[src/rtl/load_store_unit.sv]
// MEM-stage load/store engine: handshaked variable-latency data-memory access with
// lane steering, load extension, and error reporting. Optional macro: LSU_MISALIGN_TRAP_EN.
module load_store_unit #(
  parameter int XLEN           = 32,
  parameter int ADDR_W         = 32,
  parameter int TIMEOUT_CYCLES = 255
) (
  input  logic              clk,
  input  logic              reset,
  input  logic              ip_req_valid,
  output logic              op_req_ready,
  input  logic              ip_req_is_store,
  input  logic [2:0]        ip_req_funct3,
  input  logic [ADDR_W-1:0] ip_req_addr,
  input  logic [XLEN-1:0]   ip_req_wdata,
  input  logic [4:0]        ip_req_rd,
  output logic              op_resp_valid,
  output logic [4:0]        op_resp_rd,
  output logic [XLEN-1:0]   op_resp_data,
  output logic              op_resp_error,
  output logic              op_stall,
  output logic [ADDR_W-1:0] op_data_addr,
  output logic              op_data_rd,
  output logic              op_data_wr,
  output logic [XLEN/8-1:0] op_data_mask,
  output logic [XLEN-1:0]   op_data_from_proc,
  input  logic              ip_data_valid,
  input  logic [XLEN-1:0]   ip_data_from_dmem
);

  localparam int NB    = XLEN / 8;
  localparam int OFF_W = $clog2(NB);
  localparam int CNT_W = (TIMEOUT_CYCLES > 1) ? $clog2(TIMEOUT_CYCLES) : 1;

  typedef enum logic [1:0] {IDLE, ACCESS, RESP} state_t;

  state_t             state;
  logic [2:0]         req_f3_p0;
  logic [OFF_W-1:0]   req_off_p0;
  logic [4:0]         req_rd_p0;
  logic               req_store_p0;
  logic [CNT_W-1:0]   tmo_cnt;

  logic [1:0]         sz;
  logic [OFF_W-1:0]   req_off, align_mask, eff_off;
  logic               illegal, req_err;
  logic [NB-1:0]      req_mask;
  logic [XLEN-1:0]    req_wdata;
  logic [ADDR_W-1:0]  req_addr_al;

  // Shift the bus word down to the accessed lanes, then sign- or zero-extend.
  function automatic logic [XLEN-1:0] extend_load(input logic [XLEN-1:0] raw,
                                                  input logic [2:0] f3,
                                                  input logic [OFF_W-1:0] off);
    logic [XLEN-1:0]   sh;
    logic signed [7:0]  sb;
    logic signed [15:0] sh16;
    logic signed [31:0] sw;
    sh   = raw >> {off, 3'b000};
    sb   = sh[7:0];
    sh16 = sh[15:0];
    sw   = sh[31:0];
    case (f3[1:0])
      2'b00:   if (f3[2]) extend_load = XLEN'(sh[7:0]);  else extend_load = XLEN'(sb);
      2'b01:   if (f3[2]) extend_load = XLEN'(sh[15:0]); else extend_load = XLEN'(sh16);
      2'b10:   if (f3[2]) extend_load = XLEN'(sh[31:0]); else extend_load = XLEN'(sw);
      default: extend_load = sh;
    endcase
  endfunction

  always_comb begin
    sz          = ip_req_funct3[1:0];
    req_off     = ip_req_addr[OFF_W-1:0];
    align_mask  = OFF_W'((1 << sz) - 1);
    eff_off     = req_off & ~align_mask;
    illegal     = (ip_req_funct3 == 3'b111) || (ip_req_is_store && ip_req_funct3[2]) ||
                  ((XLEN == 32) && (ip_req_funct3 == 3'b011 || ip_req_funct3 == 3'b110));
    req_mask    = NB'((1 << (1 << sz)) - 1) << eff_off;
    req_wdata   = ip_req_wdata << {eff_off, 3'b000};
    req_addr_al = {ip_req_addr[ADDR_W-1:OFF_W], OFF_W'(0)};
`ifdef LSU_MISALIGN_TRAP_EN
    req_err     = illegal || (|(req_off & align_mask));
`else
    req_err     = illegal;
`endif
  end

  assign op_req_ready = reset && (state == IDLE);
  assign op_stall     = (state != IDLE) || !reset;

  always_ff @(posedge clk or negedge reset) begin
    if (!reset) begin
      state             <= IDLE;
      req_f3_p0         <= '0;
      req_off_p0        <= '0;
      req_rd_p0         <= '0;
      req_store_p0      <= 1'b0;
      tmo_cnt           <= '0;
      op_resp_valid     <= 1'b0;
      op_resp_rd        <= '0;
      op_resp_data      <= '0;
      op_resp_error     <= 1'b0;
      op_data_addr      <= '0;
      op_data_rd        <= 1'b0;
      op_data_wr        <= 1'b0;
      op_data_mask      <= '0;
      op_data_from_proc <= '0;
    end else begin
      case (state)
        // Request capture: errors bypass the memory entirely.
        IDLE: if (ip_req_valid) begin
          req_f3_p0    <= ip_req_funct3;
          req_off_p0   <= eff_off;
          req_rd_p0    <= ip_req_rd;
          req_store_p0 <= ip_req_is_store;
          tmo_cnt      <= '0;
          if (req_err) begin
            state         <= RESP;
            op_resp_valid <= 1'b1;
            op_resp_error <= 1'b1;
            op_resp_rd    <= ip_req_rd;
            op_resp_data  <= '0;
          end else begin
            state             <= ACCESS;
            op_data_rd        <= !ip_req_is_store;
            op_data_wr        <= ip_req_is_store;
            op_data_addr      <= req_addr_al;
            op_data_mask      <= req_mask;
            op_data_from_proc <= ip_req_is_store ? req_wdata : '0;
          end
        end
        // Memory access: data valid wins over a simultaneous timeout.
        ACCESS: begin
          if (ip_data_valid || (TIMEOUT_CYCLES != 0 && tmo_cnt == CNT_W'(TIMEOUT_CYCLES - 1))) begin
            state             <= RESP;
            op_data_rd        <= 1'b0;
            op_data_wr        <= 1'b0;
            op_data_addr      <= '0;
            op_data_mask      <= '0;
            op_data_from_proc <= '0;
            op_resp_valid     <= 1'b1;
            op_resp_error     <= !ip_data_valid;
            if (ip_data_valid) begin
              op_resp_rd   <= req_store_p0 ? 5'd0 : req_rd_p0;
              op_resp_data <= req_store_p0 ? '0 : extend_load(ip_data_from_dmem, req_f3_p0, req_off_p0);
            end else begin
              op_resp_rd   <= req_rd_p0;
              op_resp_data <= '0;
            end
          end else begin
            tmo_cnt <= tmo_cnt + 1'b1;
          end
        end
        // Response pulse lasts one cycle.
        RESP: begin
          state         <= IDLE;
          op_resp_valid <= 1'b0;
          op_resp_error <= 1'b0;
          op_resp_rd    <= '0;
          op_resp_data  <= '0;
        end
        default: state <= IDLE;
      endcase
    end
  end

endmodule

[config.mk]
export PLATFORM = sky130hd
export DESIGN_NAME = load_store_unit
export DESIGN_NICKNAME = d
export VERILOG_FILES = /design/src/rtl/load_store_unit.sv
export SDC_FILE = /design/constraint.sdc
export NUM_CORES = 1
export LEC_CHECK = 0
export CAP_MARGIN = 10
export CELL_PAD_IN_SITES_DETAIL_PLACEMENT = 1
export CELL_PAD_IN_SITES_GLOBAL_PLACEMENT = 1
export CORE_UTILIZATION = 25
export CTS_CLUSTER_SIZE = 40
export DETAILED_ROUTE_END_ITERATION = 8
export GPL_TIMING_DRIVEN = 0
export PLACE_DENSITY = 0.65
export SETUP_SLACK_MARGIN = 0.5
export SYNTH_ARGS = -nofsm -noshare
export SYNTH_HDL_FRONTEND = slang
export SYNTH_SLANG_ARGS = --single-unit
[constraint.sdc]
create_clock -name clk -period 1.98 [get_ports clk]
set_input_delay 0.198 -clock clk [delete_from_list [all_inputs] [get_ports clk]]
set_output_delay 0.198 -clock clk [all_outputs]
set_load 0.02 [all_outputs]
Word-level counts from Yosys, hierarchy flattened
Index checks and enable logic that the tools add are counted.
{"block": "word_totals", "inputBits": 109, "word_cells": 104, "ff_bits": 130, "output_inout_bits": 111}
{"block": "classes", "n_shift": 5, "reduce_logical": 20, "mux": 47, "n_bitwise": 2, "add_sub_neg": 3, "n_eq_ne": 12}
{"op": "$mux W32", "count": 13}
{"op": "$pmux W32 S2", "count": 3}
{"op": "$pmux W32 S3", "count": 1}
{"op": "$shl A1 B2 Y32 const A", "count": 1}
{"op": "$shl A1 B32 Y4 const A", "count": 1}
{"op": "$shl A32 B5 Y32", "count": 1}
{"op": "$shr A32 B5 Y32", "count": 1}
{"op": "$mux W5", "count": 5}
{"op": "$mux W8", "count": 2}
{"op": "$pmux W8 S2", "count": 1}
{"op": "$pmux W5 S3", "count": 1}
{"op": "$mux W4", "count": 3}
{"op": "$ne A2 B2 Y1 const B", "count": 5}
{"op": "$mux W1", "count": 9}
{"op": "$add A8 B1 Y8 const B", "count": 1}
{"op": "$eq A8 B8 Y1 const B", "count": 1}
{"op": "$pmux W4 S2", "count": 1}
{"op": "$reduce_and A4 Y1", "count": 2}
{"op": "$eq A3 B3 Y1 const B", "count": 2}
{"op": "$mux W2", "count": 3}
{"op": "$pmux W1 S3", "count": 2}
{"op": "$logic_or A1 B1 Y1", "count": 5}
{"op": "$eq A2 B1 Y1 const B", "count": 2}
{"op": "$logic_not A2 Y1", "count": 2}
{"op": "other kinds (15)", "count": 21}

Logic depth before layout (Yosys ltp)
Gate-level depths: netlist of run 1.
{"block": "logic_depth", "depth_word": 9, "depth_mapped": 9}

Worst setup path after synthesis of run 1
Ideal clock, no wire load.
{"block": "synth_timing", "kind": "flip-flop to flip-flop", "start": "register state[0]", "end": "register op_data_from_proc[20]", "t_arrival_ns": 1.945, "setup_slack_ns": -0.093, "n_path_buf": 3, "synth_period_minus_slack_ns": 2.073, "stages_incl_launch_ff": 9, "setup_time_ns": 0.128, "cell_sequence": "dfrtp_1 -> inv_1 -> ha_1 -> buf_2 -> nand2b_1 -> a211oi_2 -> buf_4 -> buf_6 -> mux2_1"}
{"block": "synth_between", "elab_chain_len": 3, "word_cells_on_any_way": 8}
{"item": "start, declared", "line": "37", "source": "state_t state;"}
{"item": "start signal, assigned", "line": "93", "source": "state <= IDLE;"}
{"item": "start signal, assigned", "line": "118", "source": "state <= RESP;"}
{"item": "start signal, assigned", "line": "124", "source": "state <= ACCESS;"}
{"item": "$eq A2 B1 Y1 / $logic_not A2 Y1 (equally long branches)", "line": "109", "source": "case (state)"}
{"item": "$ne A2 B2 Y1 (no line) / $reduce_bool A2 Y1 (equally long branches)"}
{"item": "$reduce_and A4 Y1 (no line)"}
{"item": "end signal, assigned", "line": "129", "source": "op_data_from_proc <= ip_req_is_store ? req_wdata : '0;"}
{"item": "end, declared", "line": "26", "source": "output logic [XLEN-1:0] op_data_from_proc,"}
Parallel ways exist; a longest one is shown, timed or not.
A chain may end at the register's enable or synchronous reset.

Worst setup path after layout of run 1
{"block": "layout_timing", "start": "register state[1]", "end": "register op_data_from_proc[14]"}
The elaborated chain is that of the path after synthesis.

==> impl_metrics.ini, run 1 <==
[detailed_routing]
drt-initial-drc-count = 279
drcViolationCount = 0
avgViaCountPerCell = 4.84
drt_pass1_iterations = 4
wl_per_cell_um = 20.3
drt-total-wl_mm = 27.6
ant_nets = 0
vias = 6572

[floorplan]
ioPinCount = 220
core_area_um2 = 27300
row_count = 60
die-area_um2 = 28800
die_x_um = 170
initial_core_util_pct = 25.8
die_y_um = 170

[status]
violations = negative hold slack, negative setup slack
outcome = finished with violations

[global_routing]
grt_pass1_wl_mm = 41.9
grt_pass1_vias = 7193
antenna_found_initial = 1
grt_usage_pct = 19.1
grt-ovfl-total = 0
grt_max_degree = 87

[job]
maxCapViolations = 0

[synth]
synth_seq_cells = 128
synth_top_area_cell = dfrtp_1
synth_top_family_by_area = multiplexers
synthMuxAreaShare_pct = 17.0
netlist.area_leader.share_pct = 45.6
syn_area_per_cell_um2 = 10.4
async_flop_share_pct = 100
synthesis.area_um2 = 7020
synth_warnings = 0
yosys.area_share.simple_pct = 15.3
synth_xor_area_share_pct = 0.125
yosys.area_share.adder_pct = 1.07
synth_seq_area_share_pct = 45.6
synth_flop_cell = dfrtp_1
synth_edf_count = 0
synth-compound-area-share_pct = 16.0
synth.distinct_cells = 58
synthCells = 677
synthTopCellsByArea = dfrtp_1 (46%), mux2_2 (9.9%), nor2b_1 (4.1%)

[placed_design]
port_buffers = 214
gp_congestion = 0.835
dp_hpwl_mm = 18.6
placed_cells = 1265
dpl-instance-area_um2 = 9810

[critical_path]
cp-startpoint = state[1]$_DFFE_PN0P_
crit_path_max_fanout = 5
worstSetupPathType = reg2reg
rr_startpoint = state[1]$_DFFE_PN0P_
required_ns = 2.29
endpoint_kind = register
cp.arrival_ns = 2.40
critPathLaunchType = register

[cts]
cts_buffers = 17
clockBufferDepth = 2
path_clk_slew_ns = 0.07
h-tree-depth = 4
cts_sinks = 128
cts_tree = done
clock-root-buffer = clkbuf_16
clock_latency_ns = 0.43

[final_layout]
fill_cells = 2986
layout.nets = 1089
synthToLayoutAreaGrowth_pct = 69.3
drive_above_1_share_pct = 30.1
final_area_um2 = 11900
final_cells = 1359

[sta]
worst_pin_slew_ns = 0.706
relSlewSlack_pct = 52.9
timing.hold.ws_ns = -0.299
rsz0062_at_grt = yes
fin_skew_ns = 0.0125
hold_viol = 43
setup_ws_ns = -0.116
timing.final.crit_period_ns = 2.10
period_share_pct = 106
fmax_mhz = 477
setup_viol = 82
setup-tns-final_ns = -5.90
slew_violations = 0

[pwr]
ir_drop_mv = 0.586
p_leak_nw = 5.32
p_per_area_nw_per_um2 = 1590

[min_path]
hold_class = in2async
-- cell usage after synthesis (all sizes together) (3+ instances only) --
library cell    n
nand4          11
ha              6
nor2b          46
buf            27
nand2          76
or4             3
and3           11
o31ai           3
a311oi          9
mux2i          28
nand2b          6
a31o           10
nand3          14
nor3           14
a21oi          47
mux2           76
dfrtp         128
o21ai          22
inv            16
o2bb2ai        22
a31oi           3
nor2           10
a211oi         15
a21boi         17
clkbuf         28
-- critical path: stages (launching register included) --
cell and delay, ns:
dfrtp_1 0.38, inv_2 0.08, ha_4 0.19, buf_8 0.13, nand2b_4 0.14, a211oi_4 0.31, buf_6 0.20, buf_12 0.12
buf_16 0.12, mux2_4 0.30
-- metal layers --
metal  part of all wire, %  GRT usage, %  vias up  routed length [um]
met5                     0             0        -                   0
li1                      -             -     3029                   -
met1                    44          23.9     3259               12100
met4                   2.2          6.62        0                 595
met3                   8.8          6.83       35                2440
met2                    45          30.5      249               12500
-- worst paths after layout --
| kind | end | slack [ns] | cells past startpoint |
|---|---|---|---|
| setup / recovery | op_data_from_proc[14]$_DFFE_PN0P_ | -0.12 | 9 |
| hold / removal | op_resp_data[3]$_DFFE_PN0P_ | -0.30 | 1 |
| setup reg to reg | op_data_from_proc[14]$_DFFE_PN0P_ | -0.12 | 9 |
| hold reg to reg | op_resp_data[22]$_DFFE_PN0P_ | 0.51 | 1 |
| max in group asynchronous | op_data_from_proc[26]$_DFFE_PN0P_ | 1.45 | 2 |
| min in group clk | req_f3_p0[1]$_DFFE_PN0P_ | 0.17 | 2 |
-- layout make-up --
cell class / count / area (um^2) / area share [%]
Clock inverter: 14 / 178 / 1.49
Antenna cell: 1 / 2.50 / 0.0211
Multi-Input combinational cell: 479 / 4210 / 35.4
Buffer: 55 / 519 / 4.37
Clock buffer: 17 / 425 / 3.58
Timing Repair Buffer: 277 / 2820 / 23.7
Inverter: 16 / 63.8 / 0.537
Tap cell: 372 / 465 / 3.92
Sequential cell: 128 / 3210 / 27.0
-- through the flow --
stage | hold WS [ns] | utilization, % | setup WS [ns] | total power [W]
finish | -0.299 | 43.6 | -0.116 | 0.0189
global route | -0.273 | 43.6 | -0.182 | 0.0199
CTS | -0.279 | 41.0 | -0.0788 | 0.0174
detailed placement | 0.170 | 36.0 | -0.581 | 0.0125
global placement | 0.472 | 35.9 | -5.35 | 0.0124
floorplan | -0.0976 | - | 0.0269 | 0.00919
-- registers in the layout, summed over array words and instances, names as in the netlist --
register / cells
req_store_p0: 1
op_data_addr: 30
op_data_mask: 4
op_resp_data: 32
op_resp_rd: 5
req_off_p0: 2
state: 2
op_resp_valid: 1
op_data_wr: 1
tmo_cnt: 8
req_f3_p0: 3
op_resp_error: 1
op_data_from_proc: 32
op_data_rd: 1
req_rd_p0: 5
-- power breakdown --
part	total (W)	leakage [nW]	switching [W]	internal (W)
combinational	0.0113	3.38	0.00548	0.00583
sequential	0.00422	1.64	0.000604	0.00361
clock	0.00336	0.296	0.00136	0.00200
-- layout by cell type, fill, tap and decap left out, types with 13 or more instances in the layout --
cell type,n
mux2_4,58
mux2_2,18
a21oi_1,41
a21boi_0,16
buf_4,28
o21ai_0,18
clkdlybuf4s50_1,104
buf_6,25
a211oi_1,13
dfrtp_1,126
mux2i_1,28
nor2b_1,45
clkbuf_16,24
buf_8,14
nand2_1,69
dlygate4sd2_1,107
-- cells by family after synthesis --
logic type	after synthesis
AO/OA/AOI/OAI	159
AND/OR/NAND/NOR	205
XOR/XNOR	1
other	1
buffers and inverters	71
adder cells (fa/ha/maj)	6
multiplexers	106
flip-flops	128
-- what timing repair did --
action	CTS	global route
gates resized for setup	226	113
setup endpoints to repair	231	130
endpoints found under the hold margin	43	43
pin swaps	11	20
setup buffers	37	17
cloned	4	4
No activity file was read; power rests on OpenSTA's default activity.
==> run 2, diff against run 1 <==
CTS_CLUSTER_DIAMETER = 80   (was not set)
==> results of run 2 <==
The final DEF is identical to that of run 1; final timing and power are the same.
